$ cat config.mk
export PLATFORM = sky130hd
export DESIGN_NAME = bpred_pht_ctrl
export DESIGN_NICKNAME = d
export VERILOG_FILES = /design/src/rtl/bpred_pht_ctrl.sv
export SDC_FILE = /design/constraint.sdc
export NUM_CORES = 1
export LEC_CHECK = 0
export BUFFER_PORTS_ARGS = -buffer_cell sky130_fd_sc_hd__buf_4
export CAP_MARGIN = 20
export CORE_MARGIN = 1.5
export CORE_UTILIZATION = 39
export CTS_CLUSTER_SIZE = 25
export DETAILED_ROUTE_END_ITERATION = 10
export HOLD_SLACK_MARGIN = 0.03
export PLACE_DENSITY = 0.79
export SLEW_MARGIN = 40
export SYNTH_ARGS = -nofsm -noshare
export SYNTH_HDL_FRONTEND = slang
export SYNTH_SLANG_ARGS = --single-unit
export TNS_END_PERCENT = 10
$ cat constraint.sdc
create_clock -name clk -period 2.5 [get_ports clk]
set_input_delay 0.5 -clock clk [delete_from_list [all_inputs] [get_ports clk]]
set_output_delay 0.5 -clock clk [all_outputs]
set_load 0.005 [all_outputs]
$ cat src/rtl/bpred_pht_ctrl.sv
// Pattern history table controller: arbitrates the single PHT RAM port between
// fetch-time lookups and a small FIFO of resolve-time saturating-counter updates.
module bpred_pht_ctrl #(
    parameter int unsigned CTRWIDTH  = 2,
    parameter int unsigned LOGINDEX  = 8,
    parameter int unsigned QDEPTH    = 4,
    parameter int unsigned LOGQDEPTH = 2,
    parameter int unsigned PCWIDTH   = 64
) (
    input  logic                clk,
    input  logic                reset,
    input  logic                lookup_valid_in,
    input  logic [PCWIDTH-1:0]  lookup_pc_in,
    output logic                lookup_stall_out,
    output logic                pred_valid_out,
    output logic                pred_taken_out,
    input  logic                upd_valid_in,
    input  logic [PCWIDTH-1:0]  upd_pc_in,
    input  logic                upd_taken_in,
    output logic                upd_ready_out,
    output logic [LOGINDEX-1:0] ram_index_out,
    output logic                ram_we_out,
    output logic [CTRWIDTH-1:0] ram_wdata_out,
    input  logic [CTRWIDTH-1:0] ram_rdata_in
);

    typedef enum logic [1:0] {ArbIdle, ArbLookup, ArbDrain, ArbDrainForced} arb_e;

    localparam logic [LOGQDEPTH:0] QFull = QDEPTH[LOGQDEPTH:0];

    logic [LOGINDEX-1:0]  q_idx_q [QDEPTH];
    logic [QDEPTH-1:0]    q_tkn_q;
    logic [LOGQDEPTH-1:0] head_q, head_d;
    logic [LOGQDEPTH-1:0] tail_q, tail_d;
    logic [LOGQDEPTH:0]   count_q, count_d;
    logic                 pred_valid_q, pred_valid_d;
    logic                 pred_taken_q, pred_taken_d;

    logic                 full, empty, push, pop, head_tkn;
    logic [LOGINDEX-1:0]  lookup_idx, upd_idx;
    arb_e                 arb;

    assign lookup_idx = lookup_pc_in[LOGINDEX+1:2];
    assign upd_idx    = upd_pc_in[LOGINDEX+1:2];

    // Upper and byte-offset PC bits are deliberately ignored (aliasing is accepted).
    logic unused_pc;
    assign unused_pc = ^{lookup_pc_in[PCWIDTH-1:LOGINDEX+2], lookup_pc_in[1:0],
                         upd_pc_in[PCWIDTH-1:LOGINDEX+2], upd_pc_in[1:0]};

    assign full          = (count_q == QFull);
    assign empty         = (count_q == '0);
    assign upd_ready_out = !full;
    assign push          = upd_valid_in && !full;
    assign head_tkn      = q_tkn_q[head_q];

    always_comb begin
        if (full) begin
            arb = ArbDrainForced;
        end else if (lookup_valid_in) begin
            arb = ArbLookup;
        end else if (!empty) begin
            arb = ArbDrain;
        end else begin
            arb = ArbIdle;
        end
    end

    always_comb begin
        lookup_stall_out = 1'b0;
        ram_index_out    = '0;
        ram_we_out       = 1'b0;
        ram_wdata_out    = '0;
        pop              = 1'b0;
        unique case (arb)
            ArbLookup: begin
                ram_index_out = lookup_idx;
            end
            ArbDrain, ArbDrainForced: begin
                lookup_stall_out = lookup_valid_in;
                ram_index_out    = q_idx_q[head_q];
                ram_we_out       = 1'b1;
                pop              = 1'b1;
                // Saturating read-modify-write on the asynchronous read data.
                if (head_tkn) begin
                    ram_wdata_out = (ram_rdata_in == '1) ? ram_rdata_in
                                                         : ram_rdata_in + CTRWIDTH'(1);
                end else begin
                    ram_wdata_out = (ram_rdata_in == '0) ? ram_rdata_in
                                                         : ram_rdata_in - CTRWIDTH'(1);
                end
            end
            default: begin
                ram_index_out = '0;
            end
        endcase
    end

    always_comb begin
        head_d  = pop  ? head_q + LOGQDEPTH'(1) : head_q;
        tail_d  = push ? tail_q + LOGQDEPTH'(1) : tail_q;
        count_d = count_q;
        if (push && !pop) begin
            count_d = count_q + (LOGQDEPTH+1)'(1);
        end else if (pop && !push) begin
            count_d = count_q - (LOGQDEPTH+1)'(1);
        end
        pred_valid_d = (arb == ArbLookup);
        pred_taken_d = (arb == ArbLookup) ? ram_rdata_in[CTRWIDTH-1] : pred_taken_q;
    end

    always_ff @(posedge clk or posedge reset) begin
        if (reset) begin
            head_q       <= '0;
            tail_q       <= '0;
            count_q      <= '0;
            pred_valid_q <= 1'b0;
            pred_taken_q <= 1'b0;
        end else begin
            head_q       <= head_d;
            tail_q       <= tail_d;
            count_q      <= count_d;
            pred_valid_q <= pred_valid_d;
            pred_taken_q <= pred_taken_d;
        end
    end

    // Entry storage needs no reset; only the pointers define validity.
    always_ff @(posedge clk) begin
        if (push) begin
            q_idx_q[tail_q] <= upd_idx;
            q_tkn_q[tail_q] <= upd_taken_in;
        end
    end

    assign pred_valid_out = pred_valid_q;
    assign pred_taken_out = pred_taken_q;

endmodule

* Word-level counts from Yosys, hierarchy flattened
Memories as Yosys holds them, arrays and structs flattened.
Cells that the tools add are included.
** Word-level totals
- Flip-flop bits (word level) :: 13
- RAM bits :: 32
- Bits of input ports :: 135
- Memories :: 1
** Operators by class
- $add $sub $neg :: 6
- Magnitude comparators :: 3
- Eq/ne operators :: 5
- Muxes and demuxes :: 19
- Reductions and logical operators :: 11
** Memory list
- q_idx_q :: words 4, bits a word 8, read ports 1, clocked after memory_dff 0, write ports 1, RTL line 31 : logic [LOGINDEX-1:0] q_idx_q [QDEPTH];
** Operators by type and width (count)
- $pmux W8 S2 :: 1
- $mux W2 :: 7
- $add A2 B1 Y2 const B :: 3
- $eq A2 B2 Y1 const B :: 3
- $lt A2 B3 Y1 const B :: 2
- $mux W1 :: 6
- $mux W3 :: 2
- $bwmux W4 :: 1
- $logic_and A1 B1 Y1 :: 4
- $add A3 B1 Y3 const B :: 1
- $eq A3 B3 Y1 const B :: 1
- $logic_not A1 Y1 :: 3
- $logic_not A3 Y1 :: 1
- $sub A3 B1 Y3 const B :: 1
- $bmux W1 S2 :: 1
- $demux W1 S2 :: 1
- $eq A2 B1 Y1 const B :: 1
- $ge A2 B1 Y1 const B :: 1
- $logic_not A2 Y1 :: 1
- $reduce_bool A2 Y1 :: 1
- $reduce_or A2 Y1 :: 1
- $sub A2 B1 Y2 const B :: 1

* Depth between registers and ports, before layout
Gate-level depths: netlist of the first run.
- Depth after elaboration :: 10
- Depth in mapped cells :: 10
- Mapped depth without buffers :: 9

* Least setup slack after synthesis of the first run
OpenSTA, ideal clock, no wires.
- Kind :: register -> register
- From :: register count_q[0]
- To :: register count_q[1]
- Setup time :: 0.125 ns
- Arrival :: 2.043 ns
- Setup slack :: 0.332 ns
- Cell stages (with the launch flop) :: 8
- Buffers on the path :: 1
- Clock period less this slack :: 2.168 ns
- Path through :: dfrtp_1 > or3b_1 > buf_6 > and2_1 > ha_1 > inv_1 > fa_1 > mux2_2
** On the way
- Elaborated cells on any way between the ends :: 20
** RTL lines
- from (decl) :: RTL line 35 : logic [LOGQDEPTH:0] count_q, count_d;
- from (signal assigned) :: RTL line 122 : count_q <= count_d;
- $eq A3 B3 Y1 :: RTL line 51 : assign full = (count_q == QFull);
- $logic_not A1 Y1
- named net upd_ready_out :: RTL line 20 : output logic upd_ready_out,
- $logic_and A1 B1 Y1 :: RTL line 54 : assign push = upd_valid_in && !full;
- named net push :: RTL line 39 : logic full, empty, push, pop, head_tkn;
- $logic_and A1 B1 Y1 :: RTL line 103 : if (push && !pop) begin
- $mux W3 :: RTL line 103
- named net count_d[1] :: RTL line 35
The timed path passes the listed nets, and every way through them passes these cells. The select of a mux whose other input is x is not followed.
A chain may end at the register's enable or synchronous reset.

* Worst setup path in the final report of the first run
- From :: register count_q[0]
- To :: output port ram_index_out[2]
** On the way
- Longest elaborated chain between the ends :: 7
- Elaborated cells on any way between the ends :: 10
** Ends and longest elaborated chain
- $logic_not A3 Y1 :: RTL line 52 : assign empty = (count_q == '0);
- $mux W2 :: RTL line 62 : end else if (!empty) begin
- $mux W2 :: RTL line 60 : end else if (lookup_valid_in) begin
- $mux W2 * :: RTL line 58 : if (full) begin
- $eq A2 B2 Y1 :: RTL line 75 : unique case (arb)
- $reduce_or A2 Y1 :: RTL line 75
- $pmux W8 S2 * :: RTL line 75
- to (decl) :: RTL line 21 : output logic [LOGINDEX-1:0] ram_index_out,
Every way passes the cells marked *; elsewhere a longest branch is shown, timed or not.

==> results.txt, run 1 <==
Critical Path End Type = primary output
Worst VDD drop = 0.000391 V
RSZ-0062 raised after global routing = no
CTS Buf Count = 5
Syn Area/Cell = 18.0 um^2
Synth top area share = 56.1%
PD cells = 1090 nW/um^2
Synth Instances = 107
Worst EP required = 2000 ps
drt first pass iters = 4
share of layout cells above drive strength 1 = 39.3%
htree depth = 2
Design Area, Final = 2360 um^2
largest net degree at the start of global routing = 14
total track usage = 16.3%
die height = 73.3 um
Final Total Pwr = 2.58 mW
Die X = 73.3 um
total gr overflow = 0
I/O pin cnt = 150
Routed wire per std cell = 17.2 um
largest cells by area after synthesis = edfxtp_1 56%, dfrtp_1 12%, mux4_2 11%
post-route setup TNS = 0 ps
Synth-to-Final Area Change = 22.3%
die area = 5370 um^2
vias in the first global route = 1221
post-CTS sizing = 0
Tcrit/Tclk final = 94.7%
root buffer cell = clkbuf_8
1st-iter DRT viols = 33
initial antenna violation count = 0
Syn Nets = 248
initial core utilization = 40.6%
Routed Antenna Nets = 0
Layout Skew = 6.86 ps
Final HPWL DP = 2.64 mm
GPL Wtd Cong = 0.662
Slew headroom = 66.1%
CTS Sinks = 45
worst skew pair latency = 300 ps
fmax = 422 MHz
Core ar. = 4750 um^2
crit path kind = reg2out
Crit path arrival time = 1870 ps
std cell rows = 25
diode count = 0
Ys Warns = 0
Hold WC Path Type = in2async
# placed instances = 209
final hold slack = 182 ps
pre-CTS WS = 261 ps
Reg clk slew, reported paths = 80 ps
nets = 290
post-CTS setup buffers = 0
Lkg Pwr = 0.939 nW
outcome = finished clean
Yosys reg bits = 45
Max Cap Viol = 0
Synth area leader = edfxtp_1
crit-path max FO = 10
Final WS setup = 132 ps
CTS tree = built
final setup vio count = 0
Tightest Pin Transition = 509 ps
Core Util, Final = 49.6%
final non-filler cell total = 217
Max clock buf depth = 2
global-route wire length before repair = 6.18 mm
Seq/Total Area, Yosys = 67.7%
Critical Path Start Type = flop
# DRC = 0
number of library cell types mapped by synthesis = 24
Syn Std Cell Area = 1930 um^2
via count = 1072
IO buf count = 37
post-route minimum period = 2370 ps
Slew Viols, Final = 0
DP Area = 2270 um^2
hold violation count in the final report = 0
DR vias/cell = 4.94
Routed WL = 3.74 mm
CTS Hold Bufs = 0
==> power by group <==
part / total, mW / leakage (nW) / switching (mW) / internal (mW)
clock: 0.426 / 0.0450 / 0.233 / 0.194
sequential: 1.14 / 0.435 / 0.127 / 1.01
combinational: 1.01 / 0.459 / 0.451 / 0.558
total: 2.58 / 0.939 / 0.810 / 1.76
==> routing by layer <==
metal | global-route usage, % | wire, um
met4 | 4.32 | 36
met5 | 0 | 0
met3 | 7.41 | 258
met2 | 27.9 | 1930
met1 | 18.7 | 1520
==> layout by cell type, fill, tap and decap left out, types with 2 or more instances in the layout <==
master	Yosys	final
o21ai_0	3	3
nand2_1	2	2
clkinv_2	0	2
a22o_1	8	8
inv_1	7	7
xor2_1	4	4
edfxtp_1	36	36
mux4_2	9	9
and3_1	4	4
dfrtp_1	9	9
xnor2_1	2	2
a21boi_1	2	2
buf_4	0	40
nor2_1	2	2
ha_1	5	5
clkbuf_8	0	5
==> layout make-up <==
| class | count | area [um^2] |
|---|---|---|
| flip-flops and latches | 45 | 1310 |
| repair buffers | 40 | 300 |
| clock inverters | 2 | 10.0 |
| inverters | 7 | 26.3 |
| multi-input cells | 50 | 558 |
| fillers | 432 | 2400 |
| well taps | 67 | 83.8 |
| clock buffers | 6 | 72.6 |
==> cell families after synthesis <==
group                    Yosys count  share of synthesized area (%)
flip-flops                        45                           67.7
AO/OA/AOI/OAI                     15                           6.16
buffers and inverters             12                           3.31
multiplexers                      12                           12.5
AND/OR/NAND/NOR                   11                           3.31
XOR/XNOR                           6                           2.73
adder cells (fa/ha/maj)            6                           4.28
==> registers in the layout, summed over array words and instances, names as in the netlist <==
register	cells
head_q	2
q_idx_q	32
q_tkn_q	4
tail_q	2
pred_valid_out	1
count_q	3
pred_taken_out	1
==> critical path, stage by stage, from the launching register on <==
cell	delay [ps]
dfrtp_1	460
or3b_1	460
and2_4	250
a22o_1	260
buf_4	140
==> cell usage after synthesis <==
master,instances
mux2_2,1
edfxtp_1,36
o31a_1,1
fa_1,1
ha_1,5
nand2_1,2
and3_1,4
dfrtp_1,9
xor2_1,4
mux2_1,1
buf_2,3
mux2_4,1
and2_4,1
or3b_1,1
a22o_1,8
o311a_1,1
xnor2_1,2
nor2_1,2
inv_1,7
a21boi_1,2
o21ai_0,3
buf_6,2
mux4_2,9
and2_1,1
==> path summary, 6_finish.rpt <==
| check | startpoint | endpoint | slack (ps) | cells past startpoint |
|---|---|---|---|---|
| setup / recovery | count_q[0] | ram_index_out[2] | 130 | 4 |
| hold / removal | reset | pred_taken_out | 180 | 2 |
| setup reg to reg | count_q[0] | count_q[1] | 250 | 6 |
| hold reg to reg | pred_taken_out | pred_taken_out | 530 | 1 |
| max in group asynchronous | reset | tail_q[1] | 2030 | 2 |
| min in group clk | upd_pc_in[5] | q_idx_q[2][3] | 400 | 1 |
(Power assumes the default switching activity.)
==> run 2, diff against run 1 <==
Settings changed: ABC_AREA set to 1, BUFFER_PORTS_ARGS -buffer_cell sky130_fd_sc_hd__buf_4 to not set, CORE_UTILIZATION 39 to 45, DONT_BUFFER_PORTS set to 1, PLACE_DENSITY 0.79 to not set.
==> run 2 against run 1 <==
Clock skew hardly changed. Clock power rose by 5.4%. Die area decreased by 9.0%. Worst hold slack lost 110 ps. Synthesized cell count rose by 77%. Largest power group unchanged.
==> results.txt, run 2 <==
worst skew pair latency = 300 ps (about the same)
root buffer cell = clkbuf_8
crit-path cells = inv_2 > nand2_1 > nand3_1 > nand2_1 > a21oi_1
largest net degree at the start of global routing = 19 (+5)
CP top delay family = flip-flops
Core ar. = 4320 um^2 (-9.1%)
Routed wire per std cell = 15.8 um (-8.2%)
post-CTS setup buffers = 0 (unchanged)
biggest regs = q_idx_q x32, q_tkn_q x4, count_q x3
std cell rows = 24 (-4.0%)
largest cells by area after synthesis = edfxtp_1 54%, nand2_1 12%, dfrtp_1 11%
Max Cap Viol = 0 (unchanged)
cell mode on critical path = nand2_1
CTS Hold Bufs = 0 (unchanged)
Slew headroom = 68.3% (+2.3 points)
outcome = finished clean
dominant register cell in the synthesized netlist = edfxtp_1
Synth Instances = 189 (+77%)
leading cell types by count after synthesis = 67 x nand2_1, 36 x edfxtp_1, 26 x nand3_1
Lkg Pwr = 0.919 nW (-2.1%)
Syn Area/Cell = 10.7 um^2 (-41%)
RSZ-0062 raised after global routing = no
Worst EP required = 2000 ps (about the same)
max reg flops = 32 (unchanged)
commonest non-fill, non-tap cell in the layout = nand2_1
Synth-to-Final Area Change = 8.50%
CP max stage delay = 420 ps (-40 ps)
vias in the first global route = 1242 (+1.7%)
global-route wire length before repair = 6.14 mm (-0.66%)
diode count = 0 (unchanged)
GPL Wtd Cong = 0.702 (+6.0%)
Crit path arrival time = 1490 ps (-380 ps)
Final Total Pwr = 2.50 mW (-3.1%)
Routed WL = 3.97 mm (+6.2%)
CP bufs+invs = 1 (unchanged)
post-CTS sizing = 0 (unchanged)
nets = 339 (+17%)
CTS Buf Count = 5 (unchanged)
share of layout cells above drive strength 1 = 10.6% (-29 points)
DR vias/cell = 5.18 (+4.8%)
CTS tree = built
Synth top area share = 53.6% (-2.5 points)
total gr overflow = 0 (unchanged)
reg2reg path depth = 11 (+5)
die area = 4890 um^2 (-9.0%)
Syn Nets = 330 (+33%)
Post-synth EDFFs = 36 (unchanged)
initial antenna violation count = 0 (unchanged)
PD cells = 1140 nW/um^2 (+4.4%)
Tcrit/Tclk final = 79.5% (-15 points)
flop2flop setup slack = 530 ps (+280 ps)
final setup vio count = 0 (unchanged)
total track usage = 17.0% (+0.66 points)
initial core utilization = 46.6% (+6.1 points)
via count = 1299 (+21%)
post-route setup TNS = 0 ps (unchanged)
crit-path max FO = 18 (+8)
commonest cells after routing, fill and taps aside = 67 x nand2_1, 36 x edfxtp_1, 26 x nand3_1
count leader, synth = nand2_1
# DRC = 0 (unchanged)
IO buf count = 0 (-100%)
crit path kind = reg2out
die height = 70.0 um (-4.6%)
Slew Viols, Final = 0 (unchanged)
Tightest Pin Transition = 473 ps (-35.9 ps)
WP depth = 5 (+1)
1st-iter DRT viols = 92 (+180%)
Biggest register = q_idx_q
post-route minimum period = 1990 ps (-380 ps)
Critical-path top delay cell = dfrtp_1
drt first pass iters = 4 (unchanged)
number of library cell types mapped by synthesis = 22 (-8.3%)
Routed Antenna Nets = 0 (unchanged)
htree depth = 2 (unchanged)
Die X = 70.0 um (-4.6%)
Layout Skew = 6.70 ps (-0.154 ps)
Critical Path Start Type = flop
fmax = 503 MHz (+19%)
Synth area leader = edfxtp_1
Max clock buf depth = 2 (unchanged)
Yosys reg bits = 45 (unchanged)
Reg clk slew, reported paths = 90 ps (about the same)
Ys Warns = 0 (unchanged)
Final HPWL DP = 2.71 mm (+2.9%)
I/O pin cnt = 150 (unchanged)
Critical Path End Type = primary output
Hold WC Path Type = in2async
Worst VDD drop = 0.000460 V (+17%)
Syn Std Cell Area = 2020 um^2 (+4.6%)
Seq/Total Area, Yosys = 64.8% (-3.0 points)
Async SR Flop Fraction = 20.0% (unchanged)
CTS Sinks = 45 (unchanged)
hold violation count in the final report = 0 (unchanged)
==> run 2: cell count changes in the layout (fill, tap and decap cells not counted), moves of 2 or more <==
cell / change
nor2_1: +4
a21boi_1: -2
buf_4: -33
a22o_1: -8
inv_1: +8
inv_2: +3
nand2_1: +65
and3_1: -4
a21oi_1: +3
nand3_1: +26
mux4_2: -9
==> run 2: cells by family (layout without fill, tap and decap cells) <==
group,after synthesis,in the layout,share of synthesized area (%)
AND/OR/NAND/NOR,103,103,22.1
flip-flops,45,45,64.8
buffers and inverters,24,34,5.33
adder cells (fa/ha/maj),6,6,4.09
AO/OA/AOI/OAI,6,6,1.49
XOR/XNOR,5,5,2.17
==> run 2: layout make-up <==
cell class	count	area, um^2
clock buffers	5	68.8
clock inverters	3	21.3
fillers	387	2140
inverters	19	71.3
multi-input cells	120	603
flip-flops and latches	45	1310
well taps	52	65.1
repair buffers	7	52.6
==> run 2: power breakdown <==
| part | switching (mW) | total, mW | internal (mW) |
|---|---|---|---|
| Clock | 0.250 | 0.449 | 0.198 |
| Sequential | 0.0868 | 1.09 | 1.01 |
| Combinational | 0.630 | 0.952 | 0.322 |
==> run 2: worst register-to-register path, delay by kind of cell (launching register included) <==
family	cells	cell delay, ps
adders and majority gates	2	540
and+or+nand+nor	5	470
DFF	1	410
buffers and inverters	3	300
xor gates and xnor gates	1	130
==> run 2: metrics by stage <==
| stage | instance area, um^2 | instances | utilization (%) | hold slack [ps] | worst slack (ps) |
|---|---|---|---|---|---|
| finish | 2190 | 251 | 50.6 | 67.6 | 513 |
| global route | 2190 | 251 | 50.6 | 85.0 | 382 |
| CTS | 2190 | 251 | 50.6 | 73.1 | 506 |
| detailed placement | 2100 | 243 | 48.5 | 401 | 530 |
| global placement | 2100 | 243 | 48.5 | 391 | 581 |
| floorplan | 2020 | 189 | - | 328 | 639 |
==> run 2: routing by layer <==
| layer | global-route usage (%) | vias up | part of all wire [%] |
|---|---|---|---|
| li1 | - | 636 | - |
| met1 | 21.0 | 621 | 42 |
| met2 | 27.8 | 33 | 50 |
| met3 | 5.77 | 9 | 5.6 |
| met4 | 6.20 | 0 | 1.6 |
| met5 | 0 | - | 0 |
==> run 2: path summary, 6_finish.rpt <==
check	start	end
max reg2reg	count_q[1]	count_q[2]
min	reset	tail_q[0]
min reg2reg	pred_taken_out	pred_taken_out
max	head_q[0]	ram_wdata_out[0]
min in group clk	upd_pc_in[8]	q_idx_q[0][6]
max in group asynchronous	reset	pred_valid_out
